## src/rtl/map_sst_seq_if.sv

```systemverilog
// ============================================================================
// Module   : map_sst_seq_if
// Brief    : Interface bundle for the save-state sequencer: control, sst
//            register bus and the SAVE/LOAD byte streams.
// Revision : 1.0
// ============================================================================
`default_nettype none

interface map_sst_seq_if;
  // control
  logic       start_save;
  logic       start_load;
  logic       abort;
  logic       busy;
  logic       done;
  logic       slot;
  // sst register bus
  logic       sst_act;
  logic [7:0] sst_addr;
  logic       sst_we_reg;
  logic [7:0] sst_dato;
  logic [7:0] sst_di;
  // SAVE stream
  logic [7:0] out_data;
  logic       out_valid;
  logic       out_ready;
  // LOAD stream
  logic [7:0] in_data;
  logic       in_valid;
  logic       in_ready;

  // sequencer side
  modport master (
    input  start_save, start_load, abort, slot, sst_di, out_ready, in_data, in_valid,
    output busy, done, sst_act, sst_addr, sst_we_reg, sst_dato, out_data, out_valid, in_ready
  );

  // environment side (mapper core, stream endpoints, control)
  modport slave (
    output start_save, start_load, abort, slot, sst_di, out_ready, in_data, in_valid,
    input  busy, done, sst_act, sst_addr, sst_we_reg, sst_dato, out_data, out_valid, in_ready
  );
endinterface

`default_nettype wire

```

## src/rtl/map_sst_seq.sv

```systemverilog
// ============================================================================
// Module   : map_sst_seq
// Brief    : Save-state sequencer for mapper register files. Walks register
//            indices 0..REG_COUNT-1; SAVE reads and streams each register out,
//            LOAD takes a byte stream and writes each register in a CPU
//            write slot.
// Revision : 1.0
// ============================================================================
`default_nettype none

module map_sst_seq #(
  parameter int REG_COUNT = 11,  // 2..256
  parameter int RD_LAT    = 2    // 1..7
) (
  input  logic          clk,
  input  logic          map_rst_n,
  map_sst_seq_if.master bus
);

  localparam int              IDX_W      = $clog2(REG_COUNT);
  localparam logic [IDX_W-1:0] c_IDX_LAST = IDX_W'(REG_COUNT - 1);
  localparam logic [IDX_W-1:0] c_IDX_ONE  = IDX_W'(1);
  localparam logic [2:0]       c_RD_LAST  = 3'(RD_LAT - 1);

  typedef enum logic [2:0] {
    ST_IDLE   = 3'd0,
    ST_S_RD   = 3'd1,
    ST_S_PUSH = 3'd2,
    ST_L_PULL = 3'd3,
    ST_L_SLOT = 3'd4,
    ST_FINISH = 3'd5
  } state_t;

  state_t           state_q, state_d;
  logic [IDX_W-1:0] idx_q, idx_d;
  logic [2:0]       rd_cnt_q, rd_cnt_d;
  logic [7:0]       rd_data_q, rd_data_d;
  logic [7:0]       wr_data_q, wr_data_d;

  logic w_last;
  logic w_owned;
  logic w_abort;

  assign w_last  = (idx_q == c_IDX_LAST);
  assign w_owned = (state_q == ST_S_RD)   || (state_q == ST_S_PUSH) ||
                   (state_q == ST_L_PULL) || (state_q == ST_L_SLOT);
  // FINISH is also cancellable; it simply returns to IDLE either way
  assign w_abort = bus.abort && (state_q != ST_IDLE);

  // State and datapath registers; async reset drops bus ownership at once
  always_ff @(posedge clk or negedge map_rst_n) begin
    if (!map_rst_n) begin
      state_q   <= ST_IDLE;
      idx_q     <= '0;
      rd_cnt_q  <= '0;
      rd_data_q <= '0;
      wr_data_q <= '0;
    end else begin
      state_q   <= state_d;
      idx_q     <= idx_d;
      rd_cnt_q  <= rd_cnt_d;
      rd_data_q <= rd_data_d;
      wr_data_q <= wr_data_d;
    end
  end

  // Next-state logic for the SAVE/LOAD walk
  always_comb begin
    state_d   = state_q;
    idx_d     = idx_q;
    rd_cnt_d  = rd_cnt_q;
    rd_data_d = rd_data_q;
    wr_data_d = wr_data_q;

    if (w_abort) begin
      state_d  = ST_IDLE;
      idx_d    = '0;
      rd_cnt_d = '0;
    end else begin
      unique case (state_q)
        ST_IDLE: begin
          idx_d    = '0;
          rd_cnt_d = '0;
          // SAVE has priority when both requests arrive together
          if (bus.start_save) begin
            state_d = ST_S_RD;
          end else if (bus.start_load) begin
            state_d = ST_L_PULL;
          end
        end
        ST_S_RD: begin
          // address is held for RD_LAT cycles; read data is valid on the last one
          if (rd_cnt_q == c_RD_LAST) begin
            rd_data_d = bus.sst_di;
            rd_cnt_d  = '0;
            state_d   = ST_S_PUSH;
          end else begin
            rd_cnt_d = rd_cnt_q + 3'd1;
          end
        end
        ST_S_PUSH: begin
          if (bus.out_ready) begin
            if (w_last) begin
              state_d = ST_FINISH;
            end else begin
              idx_d   = idx_q + c_IDX_ONE;
              state_d = ST_S_RD;
            end
          end
        end
        ST_L_PULL: begin
          if (bus.in_valid) begin
            wr_data_d = bus.in_data;
            state_d   = ST_L_SLOT;
          end
        end
        ST_L_SLOT: begin
          // a slot coinciding with the input handshake is seen in L_PULL and ignored
          if (bus.slot) begin
            if (w_last) begin
              state_d = ST_FINISH;
            end else begin
              idx_d   = idx_q + c_IDX_ONE;
              state_d = ST_L_PULL;
            end
          end
        end
        ST_FINISH: begin
          state_d = ST_IDLE;
        end
        default: begin
          state_d = ST_IDLE;
        end
      endcase
    end
  end

  // Moore outputs decoded from the state register; the register write strobe
  // follows the slot pulse and is masked by abort
  assign bus.busy       = w_owned;
  assign bus.sst_act    = w_owned;
  assign bus.done       = (state_q == ST_FINISH);
  assign bus.sst_addr   = w_owned ? 8'(idx_q) : 8'h00;
  assign bus.sst_we_reg = (state_q == ST_L_SLOT) && bus.slot && !bus.abort;
  assign bus.sst_dato   = (state_q == ST_L_SLOT) ? wr_data_q : 8'h00;
  assign bus.out_valid  = (state_q == ST_S_PUSH);
  assign bus.out_data   = (state_q == ST_S_PUSH) ? rd_data_q : 8'h00;
  assign bus.in_ready   = (state_q == ST_L_PULL);

endmodule

`default_nettype wire

```

## src/flat_wrapper.sv

```systemverilog
// flat-port wrapper written by rule: the top's interface ports become plain ports
module map_sst_seq_flat 
#(
  parameter int REG_COUNT = 11,           
  parameter int RD_LAT    = 2           
)
  (clk, map_rst_n, bus_start_save, bus_start_load, bus_abort, bus_slot, bus_sst_di, bus_out_ready, bus_in_data, bus_in_valid, bus_busy, bus_done, bus_sst_act, bus_sst_addr, bus_sst_we_reg, bus_sst_dato, bus_out_data, bus_out_valid, bus_in_ready);
  map_sst_seq_if bus_i ();
  input  logic clk;
  input  logic map_rst_n;
  input wire logic [$bits(bus_i.start_save)-1:0] bus_start_save;
  input wire logic [$bits(bus_i.start_load)-1:0] bus_start_load;
  input wire logic [$bits(bus_i.abort)-1:0] bus_abort;
  input wire logic [$bits(bus_i.slot)-1:0] bus_slot;
  input wire logic [$bits(bus_i.sst_di)-1:0] bus_sst_di;
  input wire logic [$bits(bus_i.out_ready)-1:0] bus_out_ready;
  input wire logic [$bits(bus_i.in_data)-1:0] bus_in_data;
  input wire logic [$bits(bus_i.in_valid)-1:0] bus_in_valid;
  output wire logic [$bits(bus_i.busy)-1:0] bus_busy;
  output wire logic [$bits(bus_i.done)-1:0] bus_done;
  output wire logic [$bits(bus_i.sst_act)-1:0] bus_sst_act;
  output wire logic [$bits(bus_i.sst_addr)-1:0] bus_sst_addr;
  output wire logic [$bits(bus_i.sst_we_reg)-1:0] bus_sst_we_reg;
  output wire logic [$bits(bus_i.sst_dato)-1:0] bus_sst_dato;
  output wire logic [$bits(bus_i.out_data)-1:0] bus_out_data;
  output wire logic [$bits(bus_i.out_valid)-1:0] bus_out_valid;
  output wire logic [$bits(bus_i.in_ready)-1:0] bus_in_ready;
  assign bus_i.start_save = bus_start_save;
  assign bus_i.start_load = bus_start_load;
  assign bus_i.abort = bus_abort;
  assign bus_i.slot = bus_slot;
  assign bus_i.sst_di = bus_sst_di;
  assign bus_i.out_ready = bus_out_ready;
  assign bus_i.in_data = bus_in_data;
  assign bus_i.in_valid = bus_in_valid;
  assign bus_busy = bus_i.busy;
  assign bus_done = bus_i.done;
  assign bus_sst_act = bus_i.sst_act;
  assign bus_sst_addr = bus_i.sst_addr;
  assign bus_sst_we_reg = bus_i.sst_we_reg;
  assign bus_sst_dato = bus_i.sst_dato;
  assign bus_out_data = bus_i.out_data;
  assign bus_out_valid = bus_i.out_valid;
  assign bus_in_ready = bus_i.in_ready;
  map_sst_seq #(.REG_COUNT(REG_COUNT), .RD_LAT(RD_LAT)) u_core (.clk(clk), .map_rst_n(map_rst_n), .bus(bus_i));
endmodule
```

## config.mk

```make
export PLATFORM = sky130hd
export DESIGN_NAME = map_sst_seq_flat
export DESIGN_NICKNAME = d
export VERILOG_FILES = /design/src/rtl/map_sst_seq_if.sv /design/src/rtl/map_sst_seq.sv /design/src/flat_wrapper.sv
export SDC_FILE = /design/constraint.sdc
export NUM_CORES = 1
export LEC_CHECK = 0
export BUFFER_PORTS_ARGS = -buffer_cell sky130_fd_sc_hd__buf_2
export CORE_MARGIN = 10
export CORE_UTILIZATION = 51
export CTS_BUF_LIST = sky130_fd_sc_hd__clkbuf_4 sky130_fd_sc_hd__clkbuf_8
export DETAILED_ROUTE_END_ITERATION = 10
export GPL_ROUTABILITY_DRIVEN = 1
export PLACE_DENSITY = 0.82
export SYNTH_ARGS = -nofsm -noshare
export SYNTH_HDL_FRONTEND = slang
export SYNTH_SLANG_ARGS = --single-unit
```

## constraint.sdc

```tcl
create_clock -name clk -period 2.28 [get_ports clk]
set_input_delay 0.456 -clock clk [delete_from_list [all_inputs] [get_ports clk]]
set_output_delay 0.456 -clock clk [all_outputs]
set_load 0.01 [all_outputs]
```

# Word level (Yosys, flattened, before mapping)
# Index checks and enable logic that the tools add are counted.
op_classes:
  shift: 0
  add_sub_neg: 2
  n_div: 0
  mul: 0
  mux: 21
  reduce_logical: 15
  bitwise: 1
  n_eq_ne: 12
  order_cmp: 0
op_table:
  columns: ["op", "n"]
  rows:
  - ["3-bit 2-to-1 mux", 11]
  - ["4-bit 2-to-1 mux", 5]
  - ["8-bit 2-to-1 mux", 2]
  - ["3-bit one-hot mux with 5 select lines", 1]
  - ["3-bit by 2-bit != test with 1-bit output (second input constant)", 4]
  - ["4-bit one-hot mux with 3 select lines", 1]
  - ["3-bit AND reduction", 3]
  - ["3-bit by 1-bit == test with 1-bit output (second input constant)", 2]
  - ["3-bit by 2-bit == test with 1-bit output (second input constant)", 2]
  - ["3-bit == test (second input constant)", 2]
  - ["3-bit one-hot mux with 2 select lines", 1]
  - ["3-bit nonzero test", 2]
  - ["5-bit AND reduction", 1]
  - ["4-bit by 1-bit adder with 4-bit output (second input constant)", 1]
  - ["4-bit == test (second input constant)", 1]
  - ["4-bit by 3-bit != test with 1-bit output (second input constant)", 1]
  - ["4-bit nonzero test", 1]
  - ["3-bit by 1-bit adder with 3-bit output (second input constant)", 1]
  - ["1-bit logical AND", 3]
  - ["3-bit zero test", 1]
  - ["1-bit logical OR", 3]
  - ["1-bit zero test", 1]
  - ["1-bit inverter", 1]
word_totals:
  reg_bits: 26
  mem_count: 0
  latch_bits: 0
  ramBits: 0
  word_cells: 56
  out_inout_bits: 30
  rom_bits: 0
  input_bits: 24

# Depth between registers and ports, before layout
# Gate-level depths: netlist of the first run.
logic_depth:
  depth_word: 5
  depth_mapped: 6

# Worst setup path after synthesis of the first run
# Ideal clock, no wire load.
synth_path:
  path_kind: "input-to-reg"
  startpoint: "in bus_abort"
  endpoint: "reg u_core.rd_data_q[0]"
  setup_time_ps: 125
  arrival_time_ps: 2125
  n_path_buf: 2
  path_slack_ps: 30
  cell_stages: 6
  cell_sequence: "buf_2 or3b_4 or2_1 or4b_1 buf_6 mux2_4"
synth_via:
  elab_chain_len: 3
synth_lines:
  columns: ["element", "line_no", "rtl"]
  rows:
  - ["from (decl)", "flat_wrapper.sv:13", "input wire logic [$bits(bus_i.abort)-1:0] bus_abort;"]
  - ["1-bit logical AND", "map_sst_seq.sv:48", "assign w_abort = bus.abort && (state_q != ST_IDLE);"]
  - ["1-bit inverter (no line)", null, null]
  - ["3-bit AND reduction (no line)", null, null]
  - ["to (signal assigned)", "map_sst_seq.sv:62", "rd_data_q <= rd_data_d;"]
  - ["to (decl)", "map_sst_seq.sv:37", "logic [7:0] rd_data_q, rd_data_d;"]
# No other way between the ends.
# A chain may end at the register's enable or synchronous reset.

# Final worst setup path of the first run
layout_path:
  startpoint: "reg u_core.state_q[0]"
  endpoint: "out bus_sst_we_reg"
layout_via:
  elab_chain_len: 3
layout_lines:
  columns: ["element", "line_no", "rtl"]
  rows:
  - ["from (decl)", "map_sst_seq.sv:34", "state_t state_q, state_d;"]
  - ["from (signal assigned)", "map_sst_seq.sv:59", "state_q <= state_d;"]
  - ["3-bit == test", "map_sst_seq.sv:144", "assign bus.sst_we_reg = (state_q == ST_L_SLOT) && bus.slot && !bus.abort;"]
  - ["1-bit logical AND (2 in series)", "map_sst_seq.sv:144", null]
  - ["to (decl)", "flat_wrapper.sv:23", "output wire logic [$bits(bus_i.sst_we_reg)-1:0] bus_sst_we_reg;"]
# No other way between the ends.

==> metrics.yaml, run 1 <==
post-route-min-period_ns: 2.176
cts_inserted_buffers: 3
finalClockSkew_ns: 0.004955
drcViolationCount: 0
finalWirelength_mm: 3.870
synth_area_leader_cell: "dfrtp_1"
area_delta_synth_final_pct: 22.11
synth-simple-area-share_pct: 23.68
cpPeakStageDelay_ns: 0.40
r2r-start: "u_core.state_q[2]$_DFFE_PN0P_"
p_leak_nw: 1.008
clock_path_buffers: 2
p_switching_w: 0.0006616
path_cells: "buf_4, nor2_1, buf_4, and2_1, nor3b_2, buf_2"
cp_max_fo: 9
cts_root_buffer: "clkbuf_4"
placedInstanceArea_um2: 1792
stdcell_count: 232
comb_power_share_pct: 45.7
vias: 1305
coreArea_um2: 2805
grt.overflow.total: 0
synth_top_family_by_area: "simple AND/OR/NAND/NOR gates"
first_pass_iters: 4
ctsHtreeMaxLevel: 1
netlist_area_um2: 1516
maxCapViolCount: 0
yosysTopAreaCellShare_pct: 42.90
chipHeight_um: 74.53
synth_area_leaders: "dfrtp_1 43%, mux2_4 7.9%, and2_1 6.2%"
num_antenna_cells: 0
grt_use_met2_pct: 23.15
initial_core_util_pct: 54.06
cp.required_ns: 1.82
p_int_w: 0.001159
first_iter_violations: 52
async_flop_share_pct: 100.0
dp.cells: 226
grt_pass1_wl_mm: 6.058
top_usage_layer: "met2"
cts_tree: "built"
yosysWarnings: 0
setup_viol: 0
grt_use_total_pct: 13.78
preCtsSetupSlack_ns: 0.009239
layout-drive-gt1-share_pct: 42.29
critical_path_buf_inv_count: 3
synth_common_cells: "26 x dfrtp_1, 15 x and2_1, 9 x nand2_1, 9 x nor2_1"
antenna_found_initial: 0
worstSetupEndpointType: "primary output"
die_x_um: 74.53
synth_mux_area_share_pct: 13.86
worst-slew-pin-transition_ns: 0.5961
fin_area_um2: 1852
synth_most_common_cell: "dfrtp_1"
dpl.hpwl_mm: 2.953
switching_share_pct: 36.34
grt_max_degree: 27
reg2regPathDepth: 5
vdd_drop_max_mv: 0.5640
synth_edf_count: 0
slew_viol_final: 0
startpoint: "u_core.state_q[0]$_DFFE_PN0P_"
clkPwrFrac_pct: 13.1
ant_nets: 0
maxSlewHeadroom_pct: 60.02
p_per_area_nw_per_um2: 983.2
cp.arrival_ns: 1.72
cpMostUsedCell: "buf_4"
dieArea_um2: 5555
synth.distinct_cells: 39
ys_seq_elements: 26
synth-compound-area-share_pct: 9.818
final_util_pct: 66.01
worstSetupPathType: "flip-flop to primary output"
vias_per_cell: 5.625
fin_crit_sh_pct: 95.44
rows: 19
grtUsageMet3_pct: 6.383
gp_congestion: 0.8573
yosys.area_share.adder_pct: 2.310
ios: 54
hold_class: "primary input to async pin"
grt_pass1_vias: 1335
r2r_end: "u_core.rd_data_q[5]$_DFFE_PN0P_"
power_frac_seq_pct: 41.2
hold_buffers: 0
outcome: "complete, no violations"
yosysSeqAreaShare_pct: 42.90
port_buffers: 49
finalHoldViolations: 0
rrSetupSlack_ns: 0.15
grt_use_met1_pct: 15.79
wire_per_inst_um: 16.68
crit_path_start_kind: "flip-flop"
fmax_ghz: 0.4596
cts.sinks: 26
insertion_delay_ns: 0.33
avgSynthCellArea_um2: 10.32
cpLargestDelayFamily: "buffers and inverters"
fin_nets: 228
ys.flop_type: "dfrtp_1"
yosys.area_share.xor_xnor_pct: 1.155
clk_pin_slew_ns: 0.14
slowest_stage: "dfrtp_1"
final.setup.worst_slack_ns: 0.1041
synthCells: 147
[power by group through the flow]
stage          Sequential (W)  Clock (W)  Combinational, W
6_report             0.000750   0.000239          0.000832
5_1_grt              0.000770   0.000264          0.000912
4_1_cts              0.000757   0.000243          0.000796
3_5_place_dp         0.000762          0          0.000793
3_3_place_gp         0.000749          0          0.000754
2_1_floorplan        0.000709          0          0.000592
[placed cells by master, fill, tap and decap left out, types with 3 or more instances in the layout]
cell type  netlist  final
mux2_4           8      8
and2_1          15     15
o21ai_0          5      5
nand2b_1         3      3
mux2_2           8      8
nand2_1          9      9
buf_2            1     49
nor2_1           9      8
conb_1           1      4
and3_1           8      8
inv_1            5      5
clkbuf_4         0      3
a211oi_1         3      3
buf_4            6      9
dfrtp_1         26     25
[metrics by stage]
stage	power, W	TNS, ns	hold slack, ns
floorplan	0.001300	0	0.1604
global placement	0.001503	0	0.4829
detailed placement	0.001555	0	0.4878
CTS	0.001796	0	0.1232
global route	0.001946	-0.02968	0.1302
finish	0.001821	0	0.1022
[cell families (layout without fill, tap and decap cells)]
kind of cell	after synthesis	in the layout
and+or+nand+nor	61	61
DFF	26	26
AOI/OAI and AO/OA	22	22
muxes	16	16
buffers and inverters	16	67
adders and majority gates	3	3
xor gates and xnor gates	2	2
other	1	4
[how the worst max path moves through the flow]
stage / depth (start not counted) / slack, ns / end
2_1_floorplan: 6 / 0.03 / u_core.rd_data_q[0]$_DFFE_PN0P_
3_3_place_gp: 6 / 0.04 / u_core.rd_data_q[2]$_DFFE_PN0P_
3_5_place_dp: 6 / 0.009 / u_core.rd_data_q[4]$_DFFE_PN0P_
4_1_cts: 5 / 0.003 / bus_out_data[2]
5_1_grt: 5 / -0.02 / bus_out_data[1]
6_report: 6 / 0.10 / bus_sst_we_reg
[worst register-to-register path, delay by kind of cell (launching register included)]
kind | cells | cell delay (ns)
flops | 1 | 0.41
simple gates | 3 | 1.12
buf+inv | 1 | 0.20
mux | 1 | 0.31
[area by class of cell]
cell class / instances / area [µm²]
fillers: 236 / 953.4
well taps: 31 / 38.79
flip-flops and latches: 26 / 651.9
inverters: 5 / 18.77
repair buffers: 58 / 312.8
clock buffers: 4 / 36.28
multi-input cells: 108 / 793.3
[state kept, by name, indices dropped and copies added, names as in the netlist]
register / cells
u_core.state_q: 3
u_core.rd_cnt_q: 3
u_core.rd_data_q: 8
u_core.wr_data_q: 8
u_core.idx_q: 4
[timing repair]
action	in CTS	in global routing
hold endpoints to repair	0	0
endpoints found under the setup margin	3	10
resized for setup	1	2
setup buffers	0	2
[metal layers]
metal  part of all wire (%)  vias up
li1                       -      610
met1                     38      645
met2                     52       46
met3                    9.3        4
met4                   0.88        0
met5                      0        -
No activity file was read; power rests on OpenSTA's default activity.
==> inputs of run 2 (changes only) <==
--- a/config.mk
+++ b/config.mk
@@ -8,7 +8,7 @@
 export BUFFER_PORTS_ARGS = -buffer_cell sky130_fd_sc_hd__buf_2
 export CORE_MARGIN = 10
 export CORE_UTILIZATION = 51
-export CTS_BUF_LIST = sky130_fd_sc_hd__clkbuf_4 sky130_fd_sc_hd__clkbuf_8
+export CTS_BUF_LIST = sky130_fd_sc_hd__clkbuf_4
 export DETAILED_ROUTE_END_ITERATION = 10
 export GPL_ROUTABILITY_DRIVEN = 1
 export PLACE_DENSITY = 0.82
==> metrics.yaml, run 2 (same netlist as run 1, synthesis figures left out) <==
outcome: "complete, no violations"  # unchanged
fmax_ghz: 0.4619  # was 0.4596 GHz
layout-drive-gt1-share_pct: 41.79  # was 42.29%
comb_power_share_pct: 46.7  # was 45.7%
dp.cells: 226  # unchanged
grt_pass1_vias: 1342  # was 1335
p_int_w: 0.001126  # was 0.001159 W
ctsHtreeMaxLevel: 1  # unchanged
cp.arrival_ns: 1.71  # was 1.72 ns
vias: 1288  # was 1305
maxSlewHeadroom_pct: 61.00  # was 60.02%
insertion_delay_ns: 0.32  # was 0.33 ns
coreArea_um2: 2805  # unchanged
first_iter_violations: 77  # was 52
final.setup.worst_slack_ns: 0.1151  # was 0.1041 ns
antenna_found_initial: 0  # unchanged
ant_nets: 0  # unchanged
gp_congestion: 0.8573  # unchanged
switching_share_pct: 36.72  # was 36.34%
stdcell_count: 232  # unchanged
p_leak_nw: 1.002  # was 1.008 nW
cts_inserted_buffers: 3  # unchanged
hold_class: "primary input to async pin"  # unchanged
rows: 19  # unchanged
port_buffers: 49  # unchanged
cts.sinks: 26  # unchanged
finalHoldViolations: 0  # unchanged
cts_root_buffer: "clkbuf_4"  # unchanged
finalClockSkew_ns: 0.003544  # was 0.004955 ns
power_frac_seq_pct: 42.1  # was 41.2%
preCtsSetupSlack_ns: 0.009239  # unchanged
grt.overflow.total: 0  # unchanged
worstSetupPathType: "flip-flop to primary output"  # unchanged
whs_ns: 0.1090  # was 0.1022 ns
p_per_area_nw_per_um2: 965.7  # was 983.2 nW/µm²
maxCapViolCount: 0  # unchanged
top_regs: "u_core.rd_data_q: 8 flops, u_core.wr_data_q: 8 flops, u_core.idx_q: 4 flops"  # unchanged
setup_viol: 0  # unchanged
finalWirelength_mm: 3.837  # was 3.870 mm
chipHeight_um: 74.53  # unchanged
grt_max_degree: 27  # unchanged
die_x_um: 74.53  # unchanged
fin_crit_sh_pct: 94.95  # was 95.44%
cp_max_fo: 9  # unchanged
hold_buffers: 0  # unchanged
clock_path_buffers: 2  # unchanged
area_delta_synth_final_pct: 21.45  # was 22.11%
num_antenna_cells: 0  # unchanged
clkPwrFrac_pct: 11.2  # was 13.1%
fin_nets: 228  # unchanged
initial_core_util_pct: 54.06  # unchanged
wire_per_inst_um: 16.54  # was 16.68 µm
clk_pin_slew_ns: 0.14  # about the same
drcViolationCount: 0  # unchanged
cts_tree: "built"  # unchanged
final_util_pct: 65.66  # was 66.01%
final_cell_mix: "49 x buf_2, 25 x dfrtp_1, 15 x and2_1, 9 x nand2_1, 9 x buf_4"  # unchanged
vdd_drop_max_mv: 0.5405  # was 0.5640 mV
p_switching_w: 0.0006531  # was 0.0006616 W
first_pass_iters: 4  # unchanged
ios: 54  # unchanged
num-fill-cells: 237  # was 236
slew_viol_final: 0  # unchanged
grt_pass1_wl_mm: 6.037  # was 6.058 mm
worst-slew-pin-transition_ns: 0.5815  # was 0.5961 ns
grt_use_total_pct: 13.70  # was 13.78%
post-route-min-period_ns: 2.165  # was 2.176 ns
dieArea_um2: 5555  # unchanged
dpl.hpwl_mm: 2.953  # unchanged
cp.required_ns: 1.82  # about the same
final_common_cell: "buf_2"  # unchanged
crit_path_start_kind: "flip-flop"  # unchanged
worstSetupEndpointType: "primary output"  # unchanged
vias_per_cell: 5.552  # was 5.625
fin_total_pwr_w: 0.001779  # was 0.001821 W
run 2: metrics by stage:
step / area (µm²) / TNS, ns
final: 1842 / 0
after detailed placement: 1792 / 0
after floorplan: 1528 / 0
after CTS: 1819 / 0
after global routing: 1842 / -0.01670
after global placement: 1792 / 0
run 2: routing by layer:
metal / part of all wire, % / GRT usage [%]
met2: 52 / 22.96
met4: 0.89 / 2.731
met3: 8.8 / 6.383
met1: 38 / 15.71
met5: 0 / 0
run 2: power groups by stage:
stage	clock network [W]	registers (W)	logic (W)
floorplan	0	0.000709	0.000592
global placement	0	0.000749	0.000754
detailed placement	0	0.000762	0.000793
CTS	0.000208	0.000756	0.000796
global route	0.000230	0.000769	0.000912
finish	0.000200	0.000749	0.000830
run 2: area by class of cell:
cell class	count	area, µm²	area share [%]
inverter	5	18.77	1.019
timing repair buffer	58	312.8	16.98
multi-input combinational	108	793.3	43.07
clock inverter	1	3.754	0.2038
tap	31	38.79	2.106
sequential	26	651.9	35.39
clock buffer	3	22.52	1.223
run 2: critical path, cell delays in order (launching register included):
cell and delay, ns:
dfrtp_1 0.40, buf_4 0.16, nor2_1 0.15, buf_4 0.18
and2_1 0.16, nor3b_2 0.18, buf_2 0.16
run 2: path summary, 6_finish.rpt:
check | slack [ns] | depth (start not counted) | startpoint | endpoint
min in group clk | 0.36 | 2 | bus_sst_di[4] | u_core.rd_data_q[4]$_DFFE_PN0P_
worst min-delay path | 0.11 | 1 | map_rst_n | u_core.idx_q[3]$_DFFE_PN0P_
max in group asynchronous | 1.76 | 1 | map_rst_n | u_core.state_q[1]$_DFFE_PN0P_
worst min register to register | 0.51 | 1 | u_core.wr_data_q[0]$_DFFE_PN0P_ | u_core.wr_data_q[0]$_DFFE_PN0P_
worst max-delay path | 0.12 | 6 | u_core.state_q[0]$_DFFE_PN0P_ | bus_sst_we_reg
worst max register to register | 0.16 | 5 | u_core.state_q[2]$_DFFE_PN0P_ | u_core.rd_data_q[5]$_DFFE_PN0P_
run 2: what timing repair did:
action	4_1_cts	5_1_grt
buffers inserted	0	2
cloned	0	0
endpoints found under the hold margin	0	0
setup endpoints to repair	2	9
pin swaps	0	0
gates resized for setup	1	2
